<file path="config.mk">
export PLATFORM = sky130hd
export DESIGN_NAME = vend_ctrl_flat
export DESIGN_NICKNAME = d
export VERILOG_FILES = /design/src/rtl/vend_if.sv /design/src/rtl/vend_ctrl.sv /design/src/flat_wrapper.sv
export SDC_FILE = /design/constraint.sdc
export NUM_CORES = 1
export LEC_CHECK = 0
export ABC_AREA = 1
export CAP_MARGIN = 10
export CORE_ASPECT_RATIO = 1.5
export CORE_MARGIN = 2
export CORE_UTILIZATION = 58
export CTS_CLUSTER_DIAMETER = 50
export DETAILED_ROUTE_END_ITERATION = 7
export PLACE_DENSITY = 0.81
export SLEW_MARGIN = 30
export SYNTH_ARGS = -nofsm -noshare
export SYNTH_HDL_FRONTEND = slang
export SYNTH_SLANG_ARGS = --single-unit
</file>
<file path="constraint.sdc">
create_clock -name clk -period 3.7 [get_ports clk]
set_clock_uncertainty 0.1 [all_clocks]
set_input_delay 0.555 -clock clk [delete_from_list [all_inputs] [get_ports clk]]
set_output_delay 0.555 -clock clk [all_outputs]
set_load 0.01 [all_outputs]
</file>
<file path="src/rtl/vend_if.sv">
// Vending controller bus: coin/selection/cancel strobes in, reject/dispense/change/credit out.
// The master modport is the machine front panel; the slave is the controller.
interface vend_if #(
  parameter int CREDIT_W = 8
);
  logic                coin_valid;
  logic [1:0]          coin_type;
  logic                sel_valid;
  logic [2:0]          sel;
  logic                cancel;
  logic                coin_reject;
  logic                sel_reject;
  logic                dispense_valid;
  logic [2:0]          dispense_item;
  logic                change_valid;
  logic [1:0]          change_coin;
  logic                change_ready;
  logic [CREDIT_W-1:0] credit;
  logic                busy;

  modport master (
    output coin_valid, coin_type, sel_valid, sel, cancel, change_ready,
    input  coin_reject, sel_reject, dispense_valid, dispense_item,
           change_valid, change_coin, credit, busy
  );

  modport slave (
    input  coin_valid, coin_type, sel_valid, sel, cancel, change_ready,
    output coin_reject, sel_reject, dispense_valid, dispense_item,
           change_valid, change_coin, credit, busy
  );
endinterface

</file>
<file path="src/rtl/vend_ctrl.sv">
// Vending machine controller: accumulates coin credit, dispenses priced items and
// pays change greedily one coin per handshake, with an idle-credit auto refund.
module vend_ctrl #(
  parameter int                             CREDIT_W   = 8,
  parameter int                             ITEM_CNT   = 6,
  parameter logic [ITEM_CNT*CREDIT_W-1:0]   PRICES     = {8'd15, 8'd25, 8'd50, 8'd75, 8'd85, 8'd100},
  parameter int                             MAX_CREDIT = 100,
  parameter int                             TIMEOUT    = 1000
) (
  input  logic   clk,
  input  logic   rst_n,
  vend_if.slave  bus
);
  localparam int CW1 = CREDIT_W + 1;
  localparam int TW  = (TIMEOUT > 1) ? $clog2(TIMEOUT + 1) : 1;

  typedef enum logic [1:0] {IDLE, DISPENSE, CHANGE} state_t;

  state_t              state_q, state_d;
  logic [CREDIT_W-1:0] credit_q, credit_d;
  logic [2:0]          item_q, item_d;
  logic [TW-1:0]       cnt_q, cnt_d;
  logic                coin_rej_q, coin_rej_d;
  logic                sel_rej_q, sel_rej_d;
  logic                live_q;

  logic [CW1-1:0] cred_w, sum_w, price_w, chg_w, rem_w;
  logic [1:0]     chg_coin;
  logic           coin_v, sel_v, cancel_v;

  function automatic logic [CW1-1:0] coin_value(input logic [1:0] t);
    case (t)
      2'd0:    return CW1'(5);
      2'd1:    return CW1'(10);
      2'd2:    return CW1'(25);
      default: return CW1'(100);
    endcase
  endfunction

  function automatic logic [CW1-1:0] price_of(input logic [2:0] idx);
    logic [CW1-1:0] p;
    p = '0;
    for (int i = 0; i < ITEM_CNT; i++)
      if (idx == 3'(i)) p = {1'b0, PRICES[i*CREDIT_W +: CREDIT_W]};
    return p;
  endfunction

  // Strobes are ignored on the first edge after reset release.
  assign coin_v   = bus.coin_valid & live_q;
  assign sel_v    = bus.sel_valid  & live_q;
  assign cancel_v = bus.cancel     & live_q;

  assign cred_w  = {1'b0, credit_q};
  assign sum_w   = cred_w + coin_value(bus.coin_type);
  assign price_w = price_of(bus.sel);

  always_comb begin
    chg_coin = 2'd0;
    if      (cred_w >= CW1'(100)) chg_coin = 2'd3;
    else if (cred_w >= CW1'(25))  chg_coin = 2'd2;
    else if (cred_w >= CW1'(10))  chg_coin = 2'd1;
  end

  assign chg_w = coin_value(chg_coin);
  assign rem_w = cred_w - chg_w;

  always_comb begin
    state_d    = state_q;
    credit_d   = credit_q;
    item_d     = item_q;
    cnt_d      = '0;
    coin_rej_d = 1'b0;
    sel_rej_d  = 1'b0;
    case (state_q)
      IDLE: begin
        if (cancel_v) begin
          coin_rej_d = coin_v;
          if (credit_q != '0) state_d = CHANGE;
        end else if (sel_v) begin
          coin_rej_d = coin_v;
          if (int'(bus.sel) < ITEM_CNT && cred_w >= price_w) begin
            state_d  = DISPENSE;
            credit_d = CREDIT_W'(cred_w - price_w);
            item_d   = bus.sel;
          end else begin
            sel_rej_d = 1'b1;
          end
        end else if (coin_v) begin
          if (sum_w <= CW1'(MAX_CREDIT)) credit_d = sum_w[CREDIT_W-1:0];
          else                           coin_rej_d = 1'b1;
        end else if (TIMEOUT != 0 && credit_q != '0) begin
          if (cnt_q == TW'(TIMEOUT - 1)) state_d = CHANGE;
          else                           cnt_d   = cnt_q + TW'(1);
        end
      end
      DISPENSE: begin
        coin_rej_d = coin_v;
        state_d    = (credit_q != '0) ? CHANGE : IDLE;
      end
      CHANGE: begin
        coin_rej_d = coin_v;
        // Residue below the smallest coin is forfeited rather than paid.
        if (cred_w < CW1'(5)) begin
          credit_d = '0;
          state_d  = IDLE;
        end else if (bus.change_ready) begin
          if (rem_w < CW1'(5)) begin
            credit_d = '0;
            state_d  = IDLE;
          end else begin
            credit_d = rem_w[CREDIT_W-1:0];
          end
        end
      end
      default: state_d = IDLE;
    endcase
  end

  always_ff @(posedge clk or negedge rst_n) begin
    if (!rst_n) begin
      state_q    <= IDLE;
      credit_q   <= '0;
      item_q     <= '0;
      cnt_q      <= '0;
      coin_rej_q <= 1'b0;
      sel_rej_q  <= 1'b0;
      live_q     <= 1'b0;
    end else begin
      state_q    <= state_d;
      credit_q   <= credit_d;
      item_q     <= item_d;
      cnt_q      <= cnt_d;
      coin_rej_q <= coin_rej_d;
      sel_rej_q  <= sel_rej_d;
      live_q     <= 1'b1;
    end
  end

  assign bus.coin_reject    = coin_rej_q;
  assign bus.sel_reject     = sel_rej_q;
  assign bus.dispense_valid = (state_q == DISPENSE);
  assign bus.dispense_item  = item_q;
  assign bus.change_valid   = (state_q == CHANGE) && (cred_w >= CW1'(5));
  assign bus.change_coin    = chg_coin;
  assign bus.credit         = credit_q;
  assign bus.busy           = (state_q != IDLE);
endmodule

</file>
<file path="src/flat_wrapper.sv">
// flat-port wrapper written by rule: the top's interface ports become plain ports
module vend_ctrl_flat 
#(
  parameter int                             CREDIT_W   = 8,
  parameter int                             ITEM_CNT   = 6,
  parameter logic [ITEM_CNT*CREDIT_W-1:0]   PRICES     = {8'd15, 8'd25, 8'd50, 8'd75, 8'd85, 8'd100},
  parameter int                             MAX_CREDIT = 100,
  parameter int                             TIMEOUT    = 1000
)
  (clk, rst_n, bus_coin_valid, bus_coin_type, bus_sel_valid, bus_sel, bus_cancel, bus_change_ready, bus_coin_reject, bus_sel_reject, bus_dispense_valid, bus_dispense_item, bus_change_valid, bus_change_coin, bus_credit, bus_busy);
  vend_if #(.CREDIT_W(CREDIT_W)) bus_i ();
  input  logic clk;
  input  logic rst_n;
  input wire logic [$bits(bus_i.coin_valid)-1:0] bus_coin_valid;
  input wire logic [$bits(bus_i.coin_type)-1:0] bus_coin_type;
  input wire logic [$bits(bus_i.sel_valid)-1:0] bus_sel_valid;
  input wire logic [$bits(bus_i.sel)-1:0] bus_sel;
  input wire logic [$bits(bus_i.cancel)-1:0] bus_cancel;
  input wire logic [$bits(bus_i.change_ready)-1:0] bus_change_ready;
  output wire logic [$bits(bus_i.coin_reject)-1:0] bus_coin_reject;
  output wire logic [$bits(bus_i.sel_reject)-1:0] bus_sel_reject;
  output wire logic [$bits(bus_i.dispense_valid)-1:0] bus_dispense_valid;
  output wire logic [$bits(bus_i.dispense_item)-1:0] bus_dispense_item;
  output wire logic [$bits(bus_i.change_valid)-1:0] bus_change_valid;
  output wire logic [$bits(bus_i.change_coin)-1:0] bus_change_coin;
  output wire logic [$bits(bus_i.credit)-1:0] bus_credit;
  output wire logic [$bits(bus_i.busy)-1:0] bus_busy;
  assign bus_i.coin_valid = bus_coin_valid;
  assign bus_i.coin_type = bus_coin_type;
  assign bus_i.sel_valid = bus_sel_valid;
  assign bus_i.sel = bus_sel;
  assign bus_i.cancel = bus_cancel;
  assign bus_i.change_ready = bus_change_ready;
  assign bus_coin_reject = bus_i.coin_reject;
  assign bus_sel_reject = bus_i.sel_reject;
  assign bus_dispense_valid = bus_i.dispense_valid;
  assign bus_dispense_item = bus_i.dispense_item;
  assign bus_change_valid = bus_i.change_valid;
  assign bus_change_coin = bus_i.change_coin;
  assign bus_credit = bus_i.credit;
  assign bus_busy = bus_i.busy;
  vend_ctrl #(.CREDIT_W(CREDIT_W), .ITEM_CNT(ITEM_CNT), .PRICES(PRICES), .MAX_CREDIT(MAX_CREDIT), .TIMEOUT(TIMEOUT)) u_core (.clk(clk), .rst_n(rst_n), .bus(bus_i));
endmodule
</file>
Word level (Yosys, flattened, before mapping)
Index checks and enable logic that the tools add are counted.
- input port bits: 11
- memory bits (writable): 0
- bits in read-only memories: 0
- bits in latches: 0
- logic and storage cells: 107
- bits in registers: 26
- memories kept: 0
- output and inout port bits: 18
- equality and inequality tests: 23
- order comparisons: 9
- shift operators: 0
- add/subtract/negate cells: 4
- muxes and demuxes: 47
- bitwise operators: 4
- multipliers: 0
- reductions and logical operators: 13
- divide/modulo/power cells: 0
- operators by type and width (kind ; number):
    $mux W8 ; 8
    $mux W10 ; 6
    $mux W7 ; 6
    $pmux W7 S3 ; 2
    $mux W2 ; 13
    $pmux W8 S2 ; 1
    $add A10 B1 Y10 const B ; 1
    $eq A10 B10 Y1 const B ; 1
    $add A8 B7 Y9 ; 1
    $le A9 B7 Y1 const B ; 1
    $lt A9 B3 Y1 const B ; 1
    $mux W1 ; 9
    $ne A3 B1 Y1 const B ; 3
    $sub A8 B7 Y9 ; 1
    $ge A8 B3 Y1 const B ; 1
    $ge A8 B4 Y1 const B ; 1
    $ge A8 B5 Y1 const B ; 1
    $ge A8 B7 Y1 ; 1
    $ge A8 B7 Y1 const B ; 1
    $lt A8 B3 Y1 const B ; 1
    $ne A4 B1 Y1 const B ; 2
    $ne A4 B4 Y1 const B ; 2
    $reduce_bool A8 Y1 ; 1
    $sub A8 B7 Y8 ; 1
    other kinds (21) ; 34

Depth between registers and ports, before layout
Gate-level depths: netlist of the first run.
- depth after elaboration: 13
- gate-level depth with buffers: 23
- gate-level depth less buffers: 22

Least setup slack after synthesis of the first run
OpenSTA, ideal clock, no wires.
- path type: register to register
- start: register u_core.credit_q[1] (netlist: u_core.bus.credit[1])
- end: register u_core.state_q[0]
- data required time: 3.483 ns
- period minus slack after synthesis: 2.895 ns
- setup slack: 0.805 ns
- stages on the path, launching flop included: 18
- buffers on the path: 0
- arrival time: 2.679 ns
- cells stage by stage: dfrtp_1 inv_1 nand3_1 a31oi_1 o21ai_0 nand2_1 ha_1 ha_1 a21oi_1 nand3b_1 nand2_1 nand3_1 nor2_1 nand3_2 nand2_1 nand2_1 nand2_1 nand2_1
- cells in the longest elaborated chain, start to end: 10
- elaborated cells on any way between the ends: 24
- those cells by class: 1 x add/sub; 6 x order compare; 7 x eq/ne; 6 x mux; 4 x reduce/logical
- ends and longest elaborated chain (element ; RTL line ; text):
    from (decl) ; vend_ctrl.sv:20 ; logic [CREDIT_W-1:0] credit_q, credit_d;
    from (signal assigned) ; vend_ctrl.sv:130 ; credit_q <= credit_d;
    $ge A8 B4 Y1 ; vend_ctrl.sv:61 ; else if (cred_w >= CW1'(10)) chg_coin = 2'd1;
    $mux W1 ; vend_ctrl.sv:61 ;
    $mux W2 ; vend_ctrl.sv:60 ; else if (cred_w >= CW1'(25)) chg_coin = 2'd2;
    $mux W2 ; vend_ctrl.sv:59 ; if (cred_w >= CW1'(100)) chg_coin = 2'd3;
    $eq A2 B2 Y1, or another cell as far along ; vend_ctrl.sv:32 ; case (t)
    $pmux W7 S3 ; vend_ctrl.sv:32 ;
    $sub A8 B7 Y9 ; vend_ctrl.sv:65 ; assign rem_w = cred_w - chg_w;
    $lt A9 B3 Y1 ; vend_ctrl.sv:107 ; if (rem_w < CW1'(5)) begin
    $ne A3 B1 Y1 (no source line) ; - ;
    $reduce_and A7 Y1 (no source line) ; - ;
    to (signal assigned) ; vend_ctrl.sv:129 ; state_q <= state_d;
    to (decl) ; vend_ctrl.sv:19 ; state_t state_q, state_d;
Parallel ways exist; a longest one is shown, timed or not.
A chain may end at the register's enable or synchronous reset.

Worst setup path after layout of the first run
- start: register u_core.credit_q[3] (netlist: u_core.bus.credit[3])
- end: register u_core.state_q[0]
The elaborated chain is that of the path after synthesis.

==> results of run 1 <==
## stage by stage
stage,hold slack (ns),area (µm²),utilization [%],setup slack [ns],cells
finish,0.388,3380,69.8,0.304,544
global route,0.429,3380,69.8,0.00183,544
CTS,0.393,3380,69.7,0.228,544
detailed placement,0.373,3340,68.8,0.255,541
global placement,0.367,3340,68.8,0.294,541
floorplan,0.159,2940,-,0.805,442
## worst min-delay path, stage by stage (launching register included)
cell and delay (ns):
dfrtp_1 0.35, nand2_1 0.05, o21ai_0 0.06
## metal layers
layer | part of all wire, % | global-route usage, %
met1 | 37 | 30.5
met5 | 0 | 0
met3 | 3.8 | 3.13
met4 | 7.0 | 19.7
met2 | 53 | 54.0
## registers in the layout (all words and copies together) (netlist names)
name and flops:
u_core.bus.dispense_item 3, u_core.bus.coin_reject 1, u_core.cnt_q 10, u_core.bus.sel_reject 1, u_core.state_q 2, u_core.live_q 1, u_core.bus.credit 8
## report_power, final
part | switching (mW) | internal [mW]
registers | 0.108 | 0.368
logic | 1.73 | 1.07
clock network | 0.0865 | 0.0731
## cells in the final DEF (no fill, tap or decap), types with 2 or more instances in the layout
cell type,instances
a21oi_1,19
buf_4,7
clkbuf_8,3
clkdlybuf4s50_1,28
dfrtp_1,25
fa_1,3
ha_1,30
inv_1,62
inv_2,7
nand2_1,130
nand2_2,17
nand2_4,2
nand3_1,36
nand3_2,7
nand3_4,2
nand3b_1,3
nand4_1,12
nor2_1,31
nor2_2,3
nor3_1,5
o211ai_1,4
o21ai_0,16
xnor2_1,4
xor2_1,5
## final cells by class
| class | instances | area (µm²) | area share, % |
|---|---|---|---|
| Multi-Input combinational cell | 343 | 2010 | 59.3 |
| Timing Repair Buffer | 35 | 333 | 9.83 |
| Clock buffer | 3 | 41.3 | 1.22 |
| Tap cell | 66 | 82.6 | 2.44 |
| Sequential cell | 26 | 652 | 19.3 |
| Inverter | 71 | 269 | 7.95 |
## cell families after synthesis
| kind of cell | after synthesis | synth area share (%) |
|---|---|---|
| adders and majority gates | 33 | 14.8 |
| buffers and inverters | 73 | 9.71 |
| AOI/OAI and AO/OA | 47 | 9.59 |
| DFF | 26 | 22.2 |
| other | 1 | 0.128 |
| and+or+nand+nor | 253 | 40.9 |
| xor gates and xnor gates | 9 | 2.68 |
## worst max path at each step
stage / from / endpoint / slack (ns)
2_1_floorplan: u_core.bus.credit[1]$_DFFE_PN0P_ / u_core.state_q[0]$_DFFE_PN0P_ / 0.80
3_3_place_gp: u_core.bus.credit[1]$_DFFE_PN0P_ / u_core.state_q[1]$_DFFE_PN0P_ / 0.29
3_5_place_dp: u_core.bus.credit[1]$_DFFE_PN0P_ / u_core.state_q[1]$_DFFE_PN0P_ / 0.25
4_1_cts: u_core.bus.credit[1]$_DFFE_PN0P_ / u_core.state_q[0]$_DFFE_PN0P_ / 0.23
5_1_grt: u_core.bus.credit[3]$_DFFE_PN0P_ / u_core.state_q[1]$_DFFE_PN0P_ / 0.002
6_report: u_core.bus.credit[3]$_DFFE_PN0P_ / u_core.state_q[0]$_DFFE_PN0P_ / 0.30
## repair_timing
item | CTS | global route
hold buffers | 0 | 0
resized for setup | 0 | 2
endpoints found under the setup margin | 0 | 5
==> tab_implementation.tex, run 1 <==
\begin{tabular}{lr}
\hline
Metric & Value \\
\hline
\multicolumn{2}{l}{\textbf{Power and ir drop}} \\
Total power consumption of the routed design & 3.43 mW \\
Leakage power of the design & 1.79 nW \\
Power density over the cells & 1010 nW/µm² \\
Worst IR Drop VDD & 0.829 mV \\
\multicolumn{2}{l}{\textbf{Timing}} \\
Final critical delay including setup and external delays & 3.40 ns \\
Highest clock frequency the design can meet & 0.294 GHz \\
Max-Slew Margin vs Limit & 61.3\% \\
Final critical-path share of the clock period & 91.8\% \\
Worst-margin pin slew & 0.578 ns \\
Number of slew-limit violations in the final report & 0 \\
Total Negative Setup Slacks & 0 ns \\
Unrepaired setup endpoints after global routing & false \\
Count of endpoints failing setup in the final report & 0 \\
Final number of hold-violating endpoints & 0 \\
\multicolumn{2}{l}{\textbf{Cells and area}} \\
Final antenna diode count & 0 \\
Number of fillers in the final layout & 432 \\
Area growth from synthesis to layout & 15.3\% \\
Share of layout cells above drive strength 1 & 11.7\% \\
Number of nets in the final layout & 524 \\
\multicolumn{2}{l}{\textbf{Synth}} \\
Cell taking the most area after synthesis & dfrtp\_1 \\
Average cell area after synthesis & 6.64 µm² \\
Most frequently used cell type in the post-synthesis netlist & nand2\_1 \\
Cells after Synth & 442 \\
Synth Flop Type & dfrtp\_1 \\
Post-synth EDFFs & 0 \\
Post-synthesis instance area & 2940 µm² \\
Ys Warns & 0 \\
Count of different cell masters after synthesis & 38 \\
Synth top area cells & dfrtp\_1 22\%, nand2\_1 17\%, ha\_1 13\% \\
Share of the synthesized area in the top cell type & 22.2\% \\
Post-Syn Nets & 486 \\
List of most frequent post-synthesis cells & 130 x nand2\_1, 62 x inv\_1, 36 x nand3\_1, 31 x nor2\_1, 30 x ha\_1 \\
Register area share after synthesis & 22.2\% \\
Flops \& latches, synth & 26 \\
Async set-reset flop share out of synthesis & 100\% \\
\multicolumn{2}{l}{\textbf{Min path}} \\
Hold worst-path end & u\_core.bus.dispense\_item[0]\$\_DFFE\_PN0P\_ \\
Hold Path Cell Cnt & 2 \\
Hold Startpoint & u\_core.bus.dispense\_item[0]\$\_DFFE\_PN0P\_ \\
Worst min path class & register to register \\
\multicolumn{2}{l}{\textbf{Routing}} \\
Post-route ant nets & 0 \\
Detailed-route via count & 3042 \\
Final routed wire length divided by cell count & 14.5 µm \\
Drt first pass iters & 4 \\
Detailed Route Iter0 Violations & 96 \\
Residual DRC count & 0 \\
Total wire length after detailed routing & 7.88 mm \\
Routed vias/inst & 5.59 \\
\multicolumn{2}{l}{\textbf{Floorplan}} \\
Die ar. & 5660 µm² \\
I/O pin total & 29 \\
Site Rows & 31 \\
Die Span Y & 91.1 µm \\
Starting density of the core & 60.6\% \\
Area of the core & 4850 µm² \\
Chip width & 62.1 µm \\
\multicolumn{2}{l}{\textbf{Worst setup path}} \\
Largest fanout on the critical path & 8 \\
R2r endpoint & u\_core.state\_q[0]\$\_DFFE\_PN0P\_ \\
Longest individual stage delay on the worst path & 0.56 ns \\
CP cell instances & nor2\_1, nand2\_1, a31oi\_1, nand2\_1, ha\_1, ha\_1, a21oi\_1, nand3b\_1, nand2\_1, nand3\_1, nor2\_1, nand3\_2, nand2\_1, nand2\_1, nand2\_1, nand2\_1 \\
CP Class & register to register \\
FF-to-FF setup slack & 0.30 ns \\
Crit path launch type & register \\
Category of the worst setup path capture point & register \\
Gate family responsible for the most delay along the worst path & simple AND/OR/NAND/NOR gates \\
R2R depth & 16 \\
Required arrival time at the worst endpoint & 3.77 ns \\
Buf+Inv Stages, Crit Path & 0 \\
Start of the worst register-to-register path & u\_core.bus.credit[3]\$\_DFFE\_PN0P\_ \\
Critical Path Slowest Stage Cell & dfrtp\_1 \\
CP most frequent cell & nand2\_1 \\
Data arrival time of the critical path & 3.47 ns \\
Critical path depth in cells & 16 \\
\multicolumn{2}{l}{\textbf{Clock tree}} \\
H-tree levels & 1 \\
Clock Sink Count & 26 \\
Reg clk slew, reported paths & 0.08 ns \\
Maximum clock path buffer count & 2 \\
TritonCTS clock tree & done \\
Master cell of the clock root buffer & clkbuf\_8 \\
Total clock buffers created by CTS & 3 \\
Clock latency reported for the late side of the worst-skew pair & 0.27 ns \\
Number of post-CTS setup repair buffers & 0 \\
\multicolumn{2}{l}{\textbf{Placement}} \\
Port Buffers & 28 \\
Detailed placement HPWL & 6.45 mm \\
Routability cong. & 0.950 \\
\multicolumn{2}{l}{\textbf{Global route}} \\
First-pass GRT wire length & 13.0 mm \\
Overall track demand over capacity in global routing & 30.2\% \\
Maximum number of pins on one net before global-route repair & 27 \\
Gr ovfl total & 0 \\
Initial antenna violation count & 0 \\
Vias in the first global route & 3067 \\
\multicolumn{2}{l}{\textbf{Run}} \\
\# Max-Cap Violations & 0 \\
\multicolumn{2}{l}{\textbf{Run status}} \\
Outcome & finished clean \\
\hline
\end{tabular}
No activity file was read; power rests on OpenSTA's default activity.
==> inputs of run 2 (changes only) <==
--- a/config.mk
+++ b/config.mk
@@ -12,7 +12,7 @@
 export CORE_UTILIZATION = 58
 export CTS_CLUSTER_DIAMETER = 50
 export DETAILED_ROUTE_END_ITERATION = 7
-export PLACE_DENSITY = 0.81
+export PLACE_DENSITY = 0.79
 export SLEW_MARGIN = 30
 export SYNTH_ARGS = -nofsm -noshare
 export SYNTH_HDL_FRONTEND = slang
==> tab_implementation.tex, run 2 (synthesis gave the netlist of run 1 again) <==
\begin{tabular}{lr}
\hline
Metric & Value \\
\hline
\multicolumn{2}{l}{\textbf{Routing}} \\
Post-route ant nets & 0 \\
Drt first pass iters & 5 \\
Detailed Route Iter0 Violations & 131 \\
Total wire length after detailed routing & 7.56 mm \\
Detailed-route via count & 2962 \\
Routed vias/inst & 5.45 \\
Residual DRC count & 0 \\
Final routed wire length divided by cell count & 13.9 µm \\
\multicolumn{2}{l}{\textbf{Floorplan}} \\
Die Span Y & 91.1 µm \\
Die ar. & 5660 µm² \\
Chip width & 62.1 µm \\
I/O pin total & 29 \\
Area of the core & 4850 µm² \\
Starting density of the core & 60.6\% \\
Site Rows & 31 \\
\multicolumn{2}{l}{\textbf{Placement}} \\
Detailed placement HPWL & 6.24 mm \\
Port Buffers & 28 \\
Instance count after placement with tap cells included & 539 \\
Routability cong. & 0.964 \\
Placed Instance Area & 3320 µm² \\
Worst slack, placed & 0.240 ns \\
\multicolumn{2}{l}{\textbf{Power and ir drop}} \\
Share of power burned in registers & 14.7\% \\
Power density over the cells & 1010 nW/µm² \\
Power share of the clock group & 5.3\% \\
Int Power & 1.51 mW \\
Part of the power in combinational logic & 80.0\% \\
Total net switching power & 1.90 mW \\
Fraction of power spent switching nets & 55.8\% \\
Worst IR Drop VDD & 0.730 mV \\
Leakage power of the design & 1.79 nW \\
\multicolumn{2}{l}{\textbf{Global route}} \\
Overall track demand over capacity in global routing & 28.6\% \\
Maximum number of pins on one net before global-route repair & 27 \\
Vias in the first global route & 2871 \\
Initial antenna violation count & 0 \\
First-pass GRT wire length & 12.4 mm \\
Gr ovfl total & 0 \\
\multicolumn{2}{l}{\textbf{Clock tree}} \\
Maximum clock path buffer count & 2 \\
Clock latency reported for the late side of the worst-skew pair & 0.27 ns \\
Reg clk slew, reported paths & 0.09 ns \\
Hold\_buf cts & 0 \\
Clock Sink Count & 26 \\
TritonCTS clock tree & done \\
Total clock buffers created by CTS & 3 \\
H-tree levels & 1 \\
Master cell of the clock root buffer & clkbuf\_8 \\
\multicolumn{2}{l}{\textbf{Cells and area}} \\
Non-filler cells, final & 543 \\
Register containing the most flip-flops in the final layout & u\_core.cnt\_q \\
Share of layout cells above drive strength 1 & 11.3\% \\
Area growth from synthesis to layout & 15.0\% \\
Commonest non-fill, non-tap cell in the layout & nand2\_1 \\
Number of fillers in the final layout & 444 \\
Number of flip-flops under the largest register name & 10 \\
Final antenna diode count & 0 \\
Number of nets in the final layout & 522 \\
Commonest cells after routing, fill and taps aside & 130 x nand2\_1, 62 x inv\_1, 36 x nand3\_1, 31 x nor2\_1, 30 x ha\_1 \\
Post-route design area & 3380 µm² \\
\multicolumn{2}{l}{\textbf{Worst setup path}} \\
CP cell instances & inv\_1, nand3\_1, a31oi\_1, o21ai\_0, nand2\_1, ha\_1, ha\_1, a21oi\_1, nand3b\_1, nand2\_1, nand3\_1, nor2\_1, nand3\_2, nand2\_1, nand2\_1, nand2\_1, nand2\_1 \\
Gate family responsible for the most delay along the worst path & simple AND/OR/NAND/NOR gates \\
Largest fanout on the critical path & 9 \\
Crit path launch type & register \\
Required arrival time at the worst endpoint & 3.77 ns \\
Critical Path Slowest Stage Cell & dfrtp\_2 \\
Category of the worst setup path capture point & register \\
Longest individual stage delay on the worst path & 0.52 ns \\
Buf+Inv Stages, Crit Path & 1 \\
Data arrival time of the critical path & 3.56 ns \\
CP most frequent cell & nand2\_1 \\
CP Class & register to register \\
\multicolumn{2}{l}{\textbf{Timing}} \\
Worst-margin pin slew & 0.589 ns \\
Total Negative Setup Slacks & 0 ns \\
Final critical delay including setup and external delays & 3.50 ns \\
Unrepaired setup endpoints after global routing & false \\
Max-Slew Margin vs Limit & 60.6\% \\
Count of endpoints failing setup in the final report & 0 \\
Final number of hold-violating endpoints & 0 \\
Slack of the critical path & 0.205 ns \\
Final critical-path share of the clock period & 94.5\% \\
Number of slew-limit violations in the final report & 0 \\
Highest clock frequency the design can meet & 0.286 GHz \\
\multicolumn{2}{l}{\textbf{Run}} \\
\# Max-Cap Violations & 0 \\
\multicolumn{2}{l}{\textbf{Run status}} \\
Outcome & finished clean \\
\multicolumn{2}{l}{\textbf{Min path}} \\
Worst min path class & register to register \\
\hline
\end{tabular}
-- run 2: through the flow --
stage	util (%)	hold slack [ns]	total power, mW
global placement	68.5	0.368	3.15
detailed placement	68.5	0.372	3.18
global route	69.7	0.427	3.78
floorplan	-	0.159	2.46
CTS	69.6	0.393	3.38
finish	69.7	0.384	3.41
-- run 2: power by group through the flow --
stage                     logic (mW)  registers (mW)  clock network, mW
after CTS                       2.70           0.495              0.184
after global placement          2.65           0.501                  0
final                           2.73           0.500              0.182
after detailed placement        2.69           0.498                  0
after floorplan                 1.96           0.492                  0
after global routing            3.07           0.508              0.198
-- run 2: metal layers --
metal | track usage, % | part of all wire (%) | up-vias
met4 | 19.7 | 8.1 | 0
met3 | 2.56 | 4.1 | 42
li1 | - | - | 1495
met2 | 49.3 | 50 | 102
met1 | 30.4 | 38 | 1323
met5 | 0 | 0 | -
-- run 2: area by class of cell --
class                      count  area (µm²)  share of cell area, %
clock buffer                   4        55.1                   1.63
inverter                      71         269                   7.97
multi-input combinational    343        2000                   59.2
sequential                    26         652                   19.3
tap                           66        82.6                   2.45
timing repair buffer          33         318                   9.41
-- run 2: worst paths after layout --
| kind | from | to | slack [ns] | cells past startpoint |
|---|---|---|---|---|
| worst min register to register | u_core.bus.dispense_item[0]$_DFFE_PN0P_ | u_core.bus.dispense_item[0]$_DFFE_PN0P_ | 0.38 | 2 |
| worst max-delay path | u_core.bus.credit[1]$_DFFE_PN0P_ | u_core.state_q[0]$_DFFE_PN0P_ | 0.20 | 17 |
| min in group asynchronous | rst_n | u_core.bus.sel_reject$_DFF_PN0_ | 0.55 | 2 |
| max in group asynchronous | rst_n | u_core.bus.credit[1]$_DFFE_PN0P_ | 2.69 | 2 |
| worst min-delay path | u_core.bus.dispense_item[0]$_DFFE_PN0P_ | u_core.bus.dispense_item[0]$_DFFE_PN0P_ | 0.38 | 2 |
| worst max register to register | u_core.bus.credit[1]$_DFFE_PN0P_ | u_core.state_q[0]$_DFFE_PN0P_ | 0.20 | 17 |
-- run 2: worst min-delay path, cell delays in order, from the launching register on --
cell and delay [ns]:
dfrtp_1 0.35, nand2_1 0.05, o21ai_0 0.05
-- run 2: repair_timing --
| item | in CTS | in global routing |
|---|---|---|
| endpoints found under the setup margin | 0 | 3 |
| setup buffers | 0 | 0 |
| resized for setup | 0 | 1 |
